==> src/rtl/stopwatch_ctrl.sv <==
// Stopwatch control: button edge detection, RUN/PAUSE/LAP/IDLE FSM, divider gating
// and a BCD mm:ss.cc count with lap snapshot for the display driver.
module stopwatch_ctrl #(
  parameter int WRAP = 1
) (
  input  logic        clk,
  input  logic        reset,
  input  logic        btn_ss,
  input  logic        btn_lr,
  input  logic        tick,
  output logic        div_en,
  output logic        div_clr,
  output logic [23:0] disp,
  output logic [1:0]  state,
  output logic        running,
  output logic        wrap
);

  typedef enum logic [1:0] {
    IDLE  = 2'd0,
    RUN   = 2'd1,
    PAUSE = 2'd2,
    LAP   = 2'd3
  } state_t;

  state_t      state_q;
  logic        ss_s1_q, ss_s2_q, ss_d_q;
  logic        lr_s1_q, lr_s2_q, lr_d_q;
  logic        ss_press, lr_press;
  logic [23:0] cnt_q, cnt_d, snap_q;
  logic        div_clr_q, wrap_q, wrap_d;
  logic        run_w, clear_w;
  logic [24:0] inc_w;

  // Digit order low to high: cs_o, cs_t, sec_o, sec_t, min_o, min_t.
  // Returns {carry_out_of_min_t, incremented value}.
  function automatic logic [24:0] bcd_inc(input logic [23:0] v);
    logic [23:0] r;
    logic        c;
    logic [3:0]  lim;
    r = v;
    c = 1'b1;
    for (int i = 0; i < 6; i++) begin
      lim = (i == 3 || i == 5) ? 4'd5 : 4'd9;
      if (c) begin
        if (v[i*4 +: 4] == lim) begin
          r[i*4 +: 4] = 4'd0;
        end else begin
          r[i*4 +: 4] = v[i*4 +: 4] + 4'd1;
          c = 1'b0;
        end
      end
    end
    return {c, r};
  endfunction

  assign ss_press = ss_s2_q & ~ss_d_q;
  assign lr_press = lr_s2_q & ~lr_d_q;
  assign run_w    = (state_q == RUN) || (state_q == LAP);
  assign clear_w  = (state_q == PAUSE) && lr_press && !ss_press;
  assign inc_w    = bcd_inc(cnt_q);

  always_comb begin
    cnt_d  = cnt_q;
    wrap_d = 1'b0;
    if (clear_w) begin
      cnt_d = '0;
    end else if (tick && run_w) begin
      if (!inc_w[24]) begin
        cnt_d = inc_w[23:0];
      end else if (WRAP != 0) begin
        cnt_d  = '0;
        wrap_d = 1'b1;
      end
    end
  end

  always_ff @(posedge clk or posedge reset) begin
    if (reset) begin
      state_q   <= IDLE;
      ss_s1_q   <= 1'b0;
      ss_s2_q   <= 1'b0;
      ss_d_q    <= 1'b0;
      lr_s1_q   <= 1'b0;
      lr_s2_q   <= 1'b0;
      lr_d_q    <= 1'b0;
      cnt_q     <= '0;
      snap_q    <= '0;
      div_clr_q <= 1'b0;
      wrap_q    <= 1'b0;
    end else begin
      ss_s1_q   <= btn_ss;
      ss_s2_q   <= ss_s1_q;
      ss_d_q    <= ss_s2_q;
      lr_s1_q   <= btn_lr;
      lr_s2_q   <= lr_s1_q;
      lr_d_q    <= lr_s2_q;
      cnt_q     <= cnt_d;
      wrap_q    <= wrap_d;
      div_clr_q <= 1'b0;
      // Start/stop has priority; a simultaneous lap/reset press is dropped.
      unique case (state_q)
        IDLE: begin
          if (ss_press) begin
            state_q   <= RUN;
            div_clr_q <= 1'b1;
          end
        end
        RUN: begin
          if (ss_press) begin
            state_q <= PAUSE;
          end else if (lr_press) begin
            state_q <= LAP;
            snap_q  <= cnt_q;
          end
        end
        LAP: begin
          if (ss_press)      state_q <= PAUSE;
          else if (lr_press) state_q <= RUN;
        end
        PAUSE: begin
          if (ss_press) begin
            state_q <= RUN;
          end else if (lr_press) begin
            state_q   <= IDLE;
            snap_q    <= '0;
            div_clr_q <= 1'b1;
          end
        end
        default: state_q <= IDLE;
      endcase
    end
  end

  assign state   = state_q;
  assign running = run_w;
  assign div_en  = run_w;
  assign div_clr = div_clr_q;
  assign wrap    = wrap_q;
  assign disp    = (state_q == LAP) ? snap_q : cnt_q;

endmodule

==> config.mk <==
export PLATFORM = sky130hd
export DESIGN_NAME = stopwatch_ctrl
export DESIGN_NICKNAME = d
export VERILOG_FILES = /design/src/rtl/stopwatch_ctrl.sv
export SDC_FILE = /design/constraint.sdc
export NUM_CORES = 1
export LEC_CHECK = 0
export ABC_AREA = 1
export CORE_MARGIN = 8
export CORE_UTILIZATION = 46
export DETAILED_ROUTE_END_ITERATION = 8
export GPL_ROUTABILITY_DRIVEN = 0
export HOLD_SLACK_MARGIN = 0.08
export PLACE_DENSITY = 0.7
export SYNTH_ARGS = -nofsm -noshare
export SYNTH_HDL_FRONTEND = slang
export SYNTH_SLANG_ARGS = --single-unit
==> constraint.sdc <==
create_clock -name clk -period 1.6 [get_ports clk]
set_input_delay 0.32 -clock clk [delete_from_list [all_inputs] [get_ports clk]]
set_output_delay 0.32 -clock clk [all_outputs]
set_load 0.01 [all_outputs]
==> flow_summary_export.csv <==
group,metric,value,unit
drt,wl,7570,microns
cells_and_area,post-route-util,63.9,%
die,core,0.00642,sq mm
cells_and_area,final-seq-area,0.00145,sq mm
synth,synth_edf_count,0,
cells_and_area,diodes,0,
sta,max_freq,605,MHz
synth,seq_area_frac_synth,47.2,%
sta,setup_ws,-53.3,ps
min_path,holdCritStartpoint,"ss_s1_q$_DFF_PP0_",
synth,async_reset_ff_share,100,%
die,fp.dieH,97.8,microns
grt,grt_pass1_vias,2657,
cts,htreeDepth,3,
grt,grt_max_degree,59,
sta,slew_viol_final,0,
synth,yosysTopAreaCellShare,47.2,%
cells_and_area,fillCellCount,545,
status,violations,"negative setup slack",
grt,antenna_found_initial,0,
synth,ys_warn_count,0,
sta,fin_crit_sh,103,%
sta,fin_skew,12.1,ps
synth,ys.flop_type,"dfrtp_1",
power,powerDensity,1520,mW/mm^2
place,dp_slack,-182,ps
worst_setup_path,critPathLaunchType,"flip-flop",
synth,syn_avg_cell_area,8.59,sq um
cts,cts_buffers,9,
die,pin_count,35,
synth,ys_ff_latch,58,
cts,worstSkewPairLatency,340,ps
worst_setup_path,required,1280,ps
synth,synthTopCellsByArea,"dfrtp_1 47%, nand2_1 7.4%, o21ai_0 6.3%",
worst_setup_path,cp_max_fo,22,
cts,path_clk_slew,60,ps
power,vdd_drop_max,0.668,mV
cts,clk_path_buf_depth,2,
die,rows,29,
cells_and_area,nets,446,
power,finalPower,6.24,mW
worst_setup_path,r2r_start,"cnt_q[1]$_DFFE_PP0P_",
flow_run,cap_violations,0,
drt,drt_iter0_drc,125,
worst_setup_path,worstPathArrival,1330,ps
sta,grt_setup_unrepaired,"true",
worst_setup_path,slowest_stage,"dfrtp_1",
place,port_buffers,34,
sta,slew_headroom,78.6,%
synth,synthTopCellsByCount,"61 x nand2_1, 58 x dfrtp_1, 52 x inv_1, 39 x o21ai_0, 29 x nand3_1",
drt,drc,0,
worst_setup_path,crit_start,"state[0]$_DFFE_PP0P_",
drt,ant_nets,0,
sta,worst_pin_slew,321,ps
worst_setup_path,cp_num_buf_inv,2,
sta,fin_hold_ws,356,ps
synth,syn_area,0.00307,sq mm
cells_and_area,area_growth,33.5,%
sta,min_period,1650,ps
drt,post_drt_wl_per_cell,14.8,microns
status,status,"complete, but fails checks",
die,start_util,47.9,%
cts,cts_tree,"yes",
synth,yosys.area.top_type,"dfrtp_1",
cells_and_area,multi_input_area,0.00151,sq mm
sta,hold_violations,0,
worst_setup_path,crit_family,"flip-flops",
synth,synth_nets,375,
min_path,min_path_type,"reg -> reg",
place,dpl.hpwl,4900,microns
power,leakagePower,2.02,nW
die,dieArea,0.00956,sq mm
grt,grt_usage,16.0,%
worst_setup_path,criticalPathCategory,"reg -> out",
worst_setup_path,worstPathCellList,"nand2_4 > buf_12 > nand2_1 > o21ai_1 > buf_2",
drt,vias_per_cell,5.20,
worst_setup_path,slowest_delay,400,ps
cts,clkSinkCount,58,
drt,drt_first_pass_iters,4,
cells_and_area,layout-drive-gt1-share,30.9,%
grt,grt_overflow_total,0,
synth,ys_types,29,
cts,cts_hold_buf,0,
cts,cts_root_buf,"clkbuf_8",
sta,setup_viol,21,
synth,syn_inst,358,
drt,via_count,2658,
die,fp.dieW,97.8,microns
worst_setup_path,end_kind,"primary output",
synth,yosysMostFrequentCell,"nand2_1",
grt,grt_pass1_wl,12500,microns
## sequential cells by signal, indices dropped and copies added (netlist names)
register	cells
div_clr	1
snap_q	24
lr_s2_q	1
cnt_q	24
state	2
lr_d_q	1
lr_s1_q	1
ss_s2_q	1
ss_s1_q	1
ss_d_q	1
wrap	1
## area by class of cell
class,instances,share of cell area (%)
multi-input combinational,231,36.9
sequential,58,35.4
timing repair buffer,75,13.8
inverter,54,5.03
clock buffer,11,3.45
clock inverter,5,3.05
tap,77,2.35
## what timing repair did
item / CTS / global route
setup buffers: 3 / 6
cloned: 1 / 0
pin swaps: 2 / 13
gates resized for setup: 117 / 52
setup endpoints to repair: 37 / 47
## layout by cell type, fill, tap and decap left out, types with 11 or more instances in the layout
master | netlist | final
buf_2 | 7 | 24
buf_4 | 2 | 33
dfrtp_1 | 58 | 56
inv_1 | 52 | 47
nand2_1 | 61 | 49
nand2_2 | 7 | 11
nand3_1 | 29 | 27
nor2_1 | 13 | 12
o21ai_0 | 39 | 25
o21ai_1 | 4 | 17
o22ai_1 | 16 | 16
xor2_1 | 11 | 11
## path summary, 6_finish.rpt
check / endpoint / slack, ps / cells after the start
worst max register to register: cnt_q[11]$_DFFE_PP0P_ / -20 / 11
worst max-delay path: disp[10] / -50 / 5
min in group asynchronous: lr_s2_q$_DFF_PP0_ / 400 / 3
worst min register to register: ss_s2_q$_DFF_PP0_ / 360 / 0
worst min-delay path: ss_s2_q$_DFF_PP0_ / 360 / 0
max in group asynchronous: snap_q[20]$_DFFE_PP0P_ / 910 / 3
## metrics by stage
stage	instance area [sq um]	instances	setup TNS, ps
3_3_place_gp	3690	485	-2400
5_1_grt	4100	511	-3500
3_5_place_dp	3690	485	-3020
6_report	4100	511	-412
4_1_cts	3900	505	-751
2_1_floorplan	3080	358	0
## per-layer routing
layer  global-route usage [%]  vias to the layer above  share of wire, %
li1                         -                     1305                 -
met1                     19.0                     1300                45
met2                     26.6                       44                50
met3                     3.69                        9               3.8
met4                     7.91                        0               1.4
met5                        0                        -                 0
## cells by family after synthesis
family	Yosys count	share of synthesized area, %
adder cells (fa/ha/maj)	12	4.88
buffers and inverters	69	9.20
AND/OR/NAND/NOR	143	23.4
XOR/XNOR	13	3.70
AO/OA/AOI/OAI	63	11.6
flip-flops	58	47.2
## power by group
group	switching, mW	total (mW)	leakage (nW)	internal [mW]
logic	1.33	2.38	1.13	1.04
clock network	0.587	1.82	0.134	1.23
registers	0.273	2.04	0.765	1.77
total	2.19	6.24	2.02	4.05
Power figures use the tool's default switching activity.
